<file path="src/rtl/execute_pkg.sv">
// Shared opcodes, FSM states and helpers for the execute stage
// and its iterative multiply/divide unit.
package execute_pkg;

  typedef enum logic [3:0] {
    OP_ADD   = 4'd0,
    OP_SUB   = 4'd1,
    OP_AND   = 4'd2,
    OP_OR    = 4'd3,
    OP_XOR   = 4'd4,
    OP_SLL   = 4'd5,
    OP_SRL   = 4'd6,
    OP_SRA   = 4'd7,
    OP_SLT   = 4'd8,
    OP_PASSB = 4'd9,
    OP_MUL   = 4'd10,
    OP_DIV   = 4'd11,
    OP_MOD   = 4'd12
  } alu_op_t;

  localparam logic [3:0] ALU_MUL = OP_MUL;
  localparam logic [3:0] ALU_DIV = OP_DIV;
  localparam logic [3:0] ALU_MOD = OP_MOD;

  typedef enum logic {
    IDLE = 1'b0,
    BUSY = 1'b1
  } ex_state_t;

  function automatic logic is_multicycle(
    input logic [3:0] op
  );
    return (op == ALU_MUL) ||
           (op == ALU_DIV) ||
           (op == ALU_MOD);
  endfunction

endpackage

</file>
<file path="src/rtl/execute_stage_muldiv_iter.sv">
// Iterative unsigned multiply (shift-add) and restoring
// divide; one iteration per cycle, DATA_W iterations total.
module muldiv_iter
  import execute_pkg::*;
#(
  parameter int DATA_W = 16,
  localparam int CW = $clog2(DATA_W)
) (
  input  logic              clk,
  input  logic              reset,
  input  logic              start,
  input  logic [3:0]        op,
  input  logic [DATA_W-1:0] a,
  input  logic [DATA_W-1:0] b,
  output logic [CW-1:0]     count,
  output logic              done,
  output logic [DATA_W-1:0] result
);

  logic              run_q, run_d;
  logic [CW-1:0]     cnt_q, cnt_d;
  logic [3:0]        op_q, op_d;
  logic [DATA_W-1:0] p_q, p_d;
  logic [DATA_W-1:0] x_q, x_d;
  logic [DATA_W-1:0] y_q, y_d;

  logic [DATA_W:0]   trial;
  logic [DATA_W-1:0] diff;
  logic              fits;
  logic              last;

  // p: product accumulator / partial remainder
  // x: shifted multiplicand / dividend-quotient shifter
  // y: multiplier (shifts right) / divisor (fixed)
  always_comb begin
    trial = {p_q, x_q[DATA_W-1]};
    fits  = trial >= {1'b0, y_q};
    diff  = trial[DATA_W-1:0] - y_q;
    last  = run_q && (cnt_q == CW'(DATA_W - 1));
    run_d = run_q;
    cnt_d = cnt_q;
    op_d  = op_q;
    p_d   = p_q;
    x_d   = x_q;
    y_d   = y_q;
    if (start) begin
      run_d = 1'b1;
      cnt_d = '0;
      op_d  = op;
      p_d   = '0;
      x_d   = a;
      y_d   = b;
    end else if (run_q) begin
      cnt_d = cnt_q + CW'(1);
      if (last) begin
        run_d = 1'b0;
      end
      if (op_q == ALU_MUL) begin
        if (y_q[0]) begin
          p_d = p_q + x_q;
        end
        x_d = x_q << 1;
        y_d = y_q >> 1;
      end else begin
        p_d = fits ? diff : trial[DATA_W-1:0];
        x_d = {x_q[DATA_W-2:0], fits};
      end
    end
    if ((op_q == ALU_MUL) || (op_q == ALU_MOD)) begin
      result = p_d;
    end else begin
      result = x_d;
    end
  end

  assign count = cnt_q;
  assign done  = last;

  always_ff @(posedge clk) begin
    if (!reset) begin
      run_q <= 1'b0;
      cnt_q <= '0;
      op_q  <= '0;
      p_q   <= '0;
      x_q   <= '0;
      y_q   <= '0;
    end else begin
      run_q <= run_d;
      cnt_q <= cnt_d;
      op_q  <= op_d;
      p_q   <= p_d;
      x_q   <= x_d;
      y_q   <= y_d;
    end
  end

endmodule

</file>
<file path="src/rtl/execute_stage.sv">
// Execute stage: operand forwarding, single-cycle ALU and
// stall control around the iterative MUL/DIV/MOD unit.
module execute_stage
  import execute_pkg::*;
#(
  parameter int DATA_W = 16,
  parameter int REG_W  = 4
) (
  input  logic              clk,
  input  logic              reset,
  input  logic [3:0]        aluOp_execute,
  input  logic [DATA_W-1:0] srcA_in,
  input  logic [DATA_W-1:0] srcB_in,
  input  logic [REG_W-1:0]  rs1_execute,
  input  logic [REG_W-1:0]  rs2_execute,
  input  logic [REG_W-1:0]  rd_execute,
  input  logic              wre_execute,
  input  logic              write_memory_enable_execute,
  input  logic [1:0]        select_writeback_data_mux_execute,
  input  logic [REG_W-1:0]  rd_memory,
  input  logic              wre_memory,
  input  logic [DATA_W-1:0] result_memory,
  input  logic [REG_W-1:0]  rd_writeback,
  input  logic              wre_writeback,
  input  logic [DATA_W-1:0] result_writeback,
  output logic              stall_execute,
  output logic [DATA_W-1:0] result_out,
  output logic [DATA_W-1:0] store_data_out,
  output logic [REG_W-1:0]  rd_out,
  output logic              wre_out,
  output logic              wme_out,
  output logic [1:0]        wb_sel_out
);

  localparam int CW = $clog2(DATA_W);

  ex_state_t         state_q, state_d;
  logic [DATA_W-1:0] res_q, res_d;
  logic [DATA_W-1:0] st_q, st_d;
  logic [REG_W-1:0]  rd_q, rd_d;
  logic              wre_q, wre_d;
  logic              wme_q, wme_d;
  logic [1:0]        sel_q, sel_d;

  logic [DATA_W-1:0] cap_st_q, cap_st_d;
  logic [REG_W-1:0]  cap_rd_q, cap_rd_d;
  logic              cap_wre_q, cap_wre_d;
  logic              cap_wme_q, cap_wme_d;
  logic [1:0]        cap_sel_q, cap_sel_d;

  logic [DATA_W-1:0] fwd_a, fwd_b;
  logic [DATA_W-1:0] alu_res;
  logic [CW-1:0]     shamt;
  logic              md_start;
  logic [CW-1:0]     md_count;
  logic              md_done;
  logic [DATA_W-1:0] md_result;

  // Memory stage wins over writeback; r0 is never forwarded.
  always_comb begin
    if (wre_memory && (rd_memory != '0) &&
        (rd_memory == rs1_execute)) begin
      fwd_a = result_memory;
    end else if (wre_writeback && (rd_writeback != '0) &&
                 (rd_writeback == rs1_execute)) begin
      fwd_a = result_writeback;
    end else begin
      fwd_a = srcA_in;
    end
  end

  always_comb begin
    if (wre_memory && (rd_memory != '0) &&
        (rd_memory == rs2_execute)) begin
      fwd_b = result_memory;
    end else if (wre_writeback && (rd_writeback != '0) &&
                 (rd_writeback == rs2_execute)) begin
      fwd_b = result_writeback;
    end else begin
      fwd_b = srcB_in;
    end
  end

  assign shamt = fwd_b[CW-1:0];

  always_comb begin
    alu_res = '0;
    case (aluOp_execute)
      OP_ADD:   alu_res = fwd_a + fwd_b;
      OP_SUB:   alu_res = fwd_a - fwd_b;
      OP_AND:   alu_res = fwd_a & fwd_b;
      OP_OR:    alu_res = fwd_a | fwd_b;
      OP_XOR:   alu_res = fwd_a ^ fwd_b;
      OP_SLL:   alu_res = fwd_a << shamt;
      OP_SRL:   alu_res = fwd_a >> shamt;
      OP_SRA:   alu_res = $signed(fwd_a) >>> shamt;
      OP_SLT:   alu_res = {{(DATA_W-1){1'b0}},
                           $signed(fwd_a) < $signed(fwd_b)};
      OP_PASSB: alu_res = fwd_b;
      default:  alu_res = '0;
    endcase
  end

  assign md_start = (state_q == IDLE) &&
                    is_multicycle(aluOp_execute);

  muldiv_iter #(
    .DATA_W (DATA_W)
  ) u_muldiv (
    .clk    (clk),
    .reset  (reset),
    .start  (md_start),
    .op     (aluOp_execute),
    .a      (fwd_a),
    .b      (fwd_b),
    .count  (md_count),
    .done   (md_done),
    .result (md_result)
  );

  // Drops on the final iteration so upstream advances in
  // lock-step with the result being registered.
  assign stall_execute = reset && (md_start ||
    ((state_q == BUSY) && (md_count != CW'(DATA_W - 1))));

  always_comb begin
    state_d   = state_q;
    res_d     = '0;
    st_d      = '0;
    rd_d      = '0;
    wre_d     = 1'b0;
    wme_d     = 1'b0;
    sel_d     = '0;
    cap_st_d  = cap_st_q;
    cap_rd_d  = cap_rd_q;
    cap_wre_d = cap_wre_q;
    cap_wme_d = cap_wme_q;
    cap_sel_d = cap_sel_q;
    case (state_q)
      IDLE: begin
        if (md_start) begin
          state_d   = BUSY;
          cap_st_d  = fwd_b;
          cap_rd_d  = rd_execute;
          cap_wre_d = wre_execute;
          cap_wme_d = write_memory_enable_execute;
          cap_sel_d = select_writeback_data_mux_execute;
        end else begin
          res_d = alu_res;
          st_d  = fwd_b;
          rd_d  = rd_execute;
          wre_d = wre_execute;
          wme_d = write_memory_enable_execute;
          sel_d = select_writeback_data_mux_execute;
        end
      end
      BUSY: begin
        if (md_done) begin
          state_d = IDLE;
          res_d   = md_result;
          st_d    = cap_st_q;
          rd_d    = cap_rd_q;
          wre_d   = cap_wre_q;
          wme_d   = cap_wme_q;
          sel_d   = cap_sel_q;
        end
      end
      default: state_d = IDLE;
    endcase
  end

  always_ff @(posedge clk) begin
    if (!reset) begin
      state_q   <= IDLE;
      res_q     <= '0;
      st_q      <= '0;
      rd_q      <= '0;
      wre_q     <= 1'b0;
      wme_q     <= 1'b0;
      sel_q     <= '0;
      cap_st_q  <= '0;
      cap_rd_q  <= '0;
      cap_wre_q <= 1'b0;
      cap_wme_q <= 1'b0;
      cap_sel_q <= '0;
    end else begin
      state_q   <= state_d;
      res_q     <= res_d;
      st_q      <= st_d;
      rd_q      <= rd_d;
      wre_q     <= wre_d;
      wme_q     <= wme_d;
      sel_q     <= sel_d;
      cap_st_q  <= cap_st_d;
      cap_rd_q  <= cap_rd_d;
      cap_wre_q <= cap_wre_d;
      cap_wme_q <= cap_wme_d;
      cap_sel_q <= cap_sel_d;
    end
  end

  assign result_out     = res_q;
  assign store_data_out = st_q;
  assign rd_out         = rd_q;
  assign wre_out        = wre_q;
  assign wme_out        = wme_q;
  assign wb_sel_out     = sel_q;

endmodule

</file>
<file path="config.mk">
export PLATFORM = sky130hd
export DESIGN_NAME = execute_stage
export DESIGN_NICKNAME = d
export VERILOG_FILES = /design/src/rtl/execute_pkg.sv /design/src/rtl/execute_stage_muldiv_iter.sv /design/src/rtl/execute_stage.sv
export SDC_FILE = /design/constraint.sdc
export NUM_CORES = 1
export LEC_CHECK = 0
export CORE_ASPECT_RATIO = 1.1
export CORE_UTILIZATION = 40
export CTS_BUF_LIST = sky130_fd_sc_hd__clkbuf_8
export CTS_CLUSTER_SIZE = 14
export DETAILED_ROUTE_END_ITERATION = 6
export HOLD_SLACK_MARGIN = 0.15
export SLEW_MARGIN = 10
export SYNTH_ARGS = -nofsm -noshare
export SYNTH_HDL_FRONTEND = slang
export SYNTH_HIERARCHICAL = 1
export SYNTH_SLANG_ARGS = --single-unit
</file>
<file path="constraint.sdc">
create_clock -name clk -period 4.83 [get_ports clk]
set_input_delay 0.7245 -clock clk [delete_from_list [all_inputs] [get_ports clk]]
set_output_delay 0.7245 -clock clk [all_outputs]
set_load 0.05 [all_outputs]
</file>
==> run summary <==
outcome: completed
Setup Skew: 24.1 ps
GRT Max-Usage Layer: met2
Clk Latency, worst-skew pair: 480 ps
Die X-Extent: 168 um
fin area: 15500 um2
setup ws final: 174 ps
CORE AREA: 29700 um2
Placer Congestion: 0.988
placed inst area: 15100 um2
f_max: 215 MHz
register area share after synthesis: 20.1%
CTS tree: done
Routed Antenna Nets: 0
crit path launch type: flop
most numerous cell on the critical path: a21oi_1
synth unique cells: 98
RSZ-0062 raised after global routing: false
Post-Synthesis Cells: 1638
ant diodes: 0
maximum vdd ir drop: 235 uV
vias in the first global route: 13300
Max Slew Vio Count: 0
final period utilization: 96.4%
clock-pin slew on the worst setup and hold paths: 90 ps
multiplexer share of the synthesized area: 8.88%
hold buffer count at cts: 0
Avg Cell Area, Syn: 7.41 um2
Main synth FF type: dfxtp_1
max-cap violations: 0
met2 GRT Util: 57.5%
Hold WC Path Type: flop to flop
synth-to-layout area growth: 28.0%
final setup fails: 0
Placed Instances: 2255
H-tree Lvls: 4
YS warnings: 6
Post-CTS Resized: 0
number of synthesized flops with an enable pin: 0
CP endpoint kind: flop
Critical Path AT: 4970 ps
Power Density: 269 nW/um2
Crit path max-delay family: compound AO/OA/AOI/OAI gates
Synth top area share: 20.1%
vias: 13700
Total Routing Usage GR: 33.4%
Final Core Density: 52.3%
DRT Pass-1 Iters: 6
met1 GRT Util: 38.8%
Nets: 2082
final wirelength: 51.7 mm
area leader, netlist: dfxtp_1
Setup CP Type: flop to flop
Leak: 6.59 nW
post-route insts no fill: 2287
ordered list of cells on the worst path: ha_1 -> a21oi_1 -> o211ai_1 -> a2111oi_2 -> nor2_1 -> a21o_1 -> a21oi_1 -> xnor2_1 -> o221ai_1 -> o21ai_1 -> a221oi_1 -> nand2_1 -> a21oi_1 -> o221ai_1 -> a21oi_1 -> buf_4 -> a311oi_1
die area: 31100 um2
adder-cell area share of the yosys netlist: 9.11%
share of post-route cells with drive strength above 1: 16.0%
first-pass GRT wire length: 78.1 mm
slew margin rel.: 25.7%
PortBufs: 136
Routed wire per std cell: 22.6 um
max incr delay on CP: 530 ps
DP Wirelength: 42.0 mm
final hold vios: 0
critical path peak fanout: 5
Final min period: 4660 ps
critical-path cell with the highest stage delay: a2111oi_2
simple-gate portion of the synthesized area: 20.7%
Clk Tree Root Cell: clkbuf_8
worst slew pin tran: 1100 ps
# IOs: 137
Synth Cell Area: 12100 um2
Required @ worst endpoint: 5150 ps
largest net degree at the start of global routing: 53
maximum buffer depth of the clock tree: 2
Site Rows: 66
#FFs+latches synth: 122
top cells by area, synth: dfxtp_1 20%, mux2i_1 8.6%, ha_1 8.5%
Num CTS Buffers: 17
pre-CTS setup slack: -289 ps
largest family of logic cells by synthesized area: compound AO/OA/AOI/OAI gates
Die Y: 185 um
initial antenna violation count: 0
drc violations: 0
Async SR Flop Fraction: 0%
Avg Vias per Cell: 5.97
hold_ws: 455 ps
setup bufs post-CTS: 0
Compound-Gate Fraction of Synth Area: 30.9%
syn nets: 1820
grt ovf: 0
Starting Density: 40.8%
GR Layer Usage met3: 5.93%
DR iter-0 viols: 1224
clk sink count: 122
critical path buffer and inverter count: 1
Synth Area in XOR/XNOR: 3.71%
-- worst register-to-register path, cell delays in order (launching register included) --
cell and delay [ps]:
dfxtp_1 320, ha_1 380, a21oi_1 420, o211ai_1 370, a2111oi_2 530, nor2_1 130
a21o_1 200, a21oi_1 230, xnor2_1 100, o221ai_1 280, o21ai_1 160, a221oi_1 370
nand2_1 90, a21oi_1 250, o221ai_1 170, a21oi_1 220, buf_4 170, a311oi_1 100
-- layout make-up --
type / instances / area, um2
clock inverter: 15 / 210
timing repair buffer: 352 / 2980
tap: 374 / 468
fill: 2974 / 14200
sequential: 122 / 2440
clock buffer: 17 / 234
inverter: 79 / 302
multi-input combinational: 1328 / 8910
-- per-layer routing --
| layer | wire length [um] | up-vias |
|---|---|---|
| met5 | 0 | - |
| met2 | 24700 | 598 |
| met3 | 3100 | 143 |
| li1 | - | 6494 |
| met4 | 3000 | 0 |
| met1 | 20900 | 6425 |
-- sequential cells by signal, indices dropped and copies added, names as in the netlist, 2 cells and up --
name            count
u_muldiv/x_q       16
u_muldiv/p_q       16
result_out         16
cap_st_q           16
cap_rd_q            4
wb_sel_out          2
cap_sel_q           2
rd_out              4
u_muldiv/y_q       16
u_muldiv/op_q       4
store_data_out     16
u_muldiv/count      4
-- cells by family (layout without fill, tap and decap cells) --
family	after synthesis	in the layout
buf+inv	188	463
mux	107	107
fa+ha+maj	86	86
compound gates	549	549
xor+xnor	48	48
flops	122	122
simple gates	538	538
-- stage by stage --
step / total power [W] / setup TNS, ps
detailed placement: 0.00312 / -1780
floorplan: 0.00234 / 0
global placement: 0.00312 / -965
finish: 0.00419 / 0
global route: 0.00441 / 0
CTS: 0.00418 / 0
-- where the power goes --
group / internal [W] / switching, W / leakage [nW]
Combinational: 0.000827 / 0.00119 / 5.36
Clock: 0.000574 / 0.000476 / 0.229
Sequential: 0.00107 / 0.0000516 / 0.997
-- layout by cell type, fill, tap and decap left out, types with 7 or more instances in the layout --
cell type        instances
nor2b_1                 34
nor2_1                 141
a21oi_1                112
a21o_1                  16
nor3_1                  34
a21boi_1                13
a311oi_1                 7
o22ai_1                 36
o31ai_1                  7
a22oi_1                 32
xor2_1                  13
clkdlybuf4s50_1        135
a211oi_1                15
a31oi_1                 34
nand3_1                 51
inv_1                   72
nand2b_1                 9
xnor2_1                 31
buf_4                  216
nand2_1                177
mux2i_1                104
ha_1                    82
o21ai_1                 17
and3_1                  21
dfxtp_1                122
o221ai_1                12
o21ai_0                112
o21a_1                  11
a2111oi_0                7
and2_1                  34
o22ai_2                 12
clkbuf_8                17
o211ai_1                20
a221oi_1                11
-- synth_stat cells (5+ instances only) --
library cell	n
nor2_1	142
nor4_1	6
a311oi_1	7
nor2b_1	34
o221ai_1	12
o211ai_1	20
a21o_1	16
o21ai_1	16
ha_1	82
xnor2_1	31
o31ai_1	7
dfxtp_1	122
xor2_1	13
o22ai_2	12
and3_1	21
nor3_1	34
nand3_1	51
buf_6	5
buf_2	15
mux2i_1	104
a21oi_1	114
o31a_1	5
clkbuf_1	71
a2111oi_0	8
o22ai_1	36
inv_1	72
nand2b_1	9
a31oi_1	34
o21a_1	11
and2_1	34
nand2_1	177
a22oi_1	32
a221oi_1	11
a21boi_1	13
o21ai_0	113
nand4_1	5
buf_4	6
buf_1	11
a211oi_1	15
-- path summary, 6_finish.rpt --
check,startpoint,end,slack (ps),cells past startpoint
worst max-delay path,u_muldiv/p_q[5]$_SDFF_PN0_,result_out[13]$_SDFF_PN0_,170,17
worst min-delay path,cap_st_q[14]$_SDFFE_PN0P_,cap_st_q[14]$_SDFFE_PN0P_,450,2
worst max register to register,u_muldiv/p_q[5]$_SDFF_PN0_,result_out[13]$_SDFF_PN0_,170,17
worst min register to register,cap_st_q[14]$_SDFFE_PN0P_,cap_st_q[14]$_SDFFE_PN0P_,450,2
No activity file was read; power rests on OpenSTA's default activity.
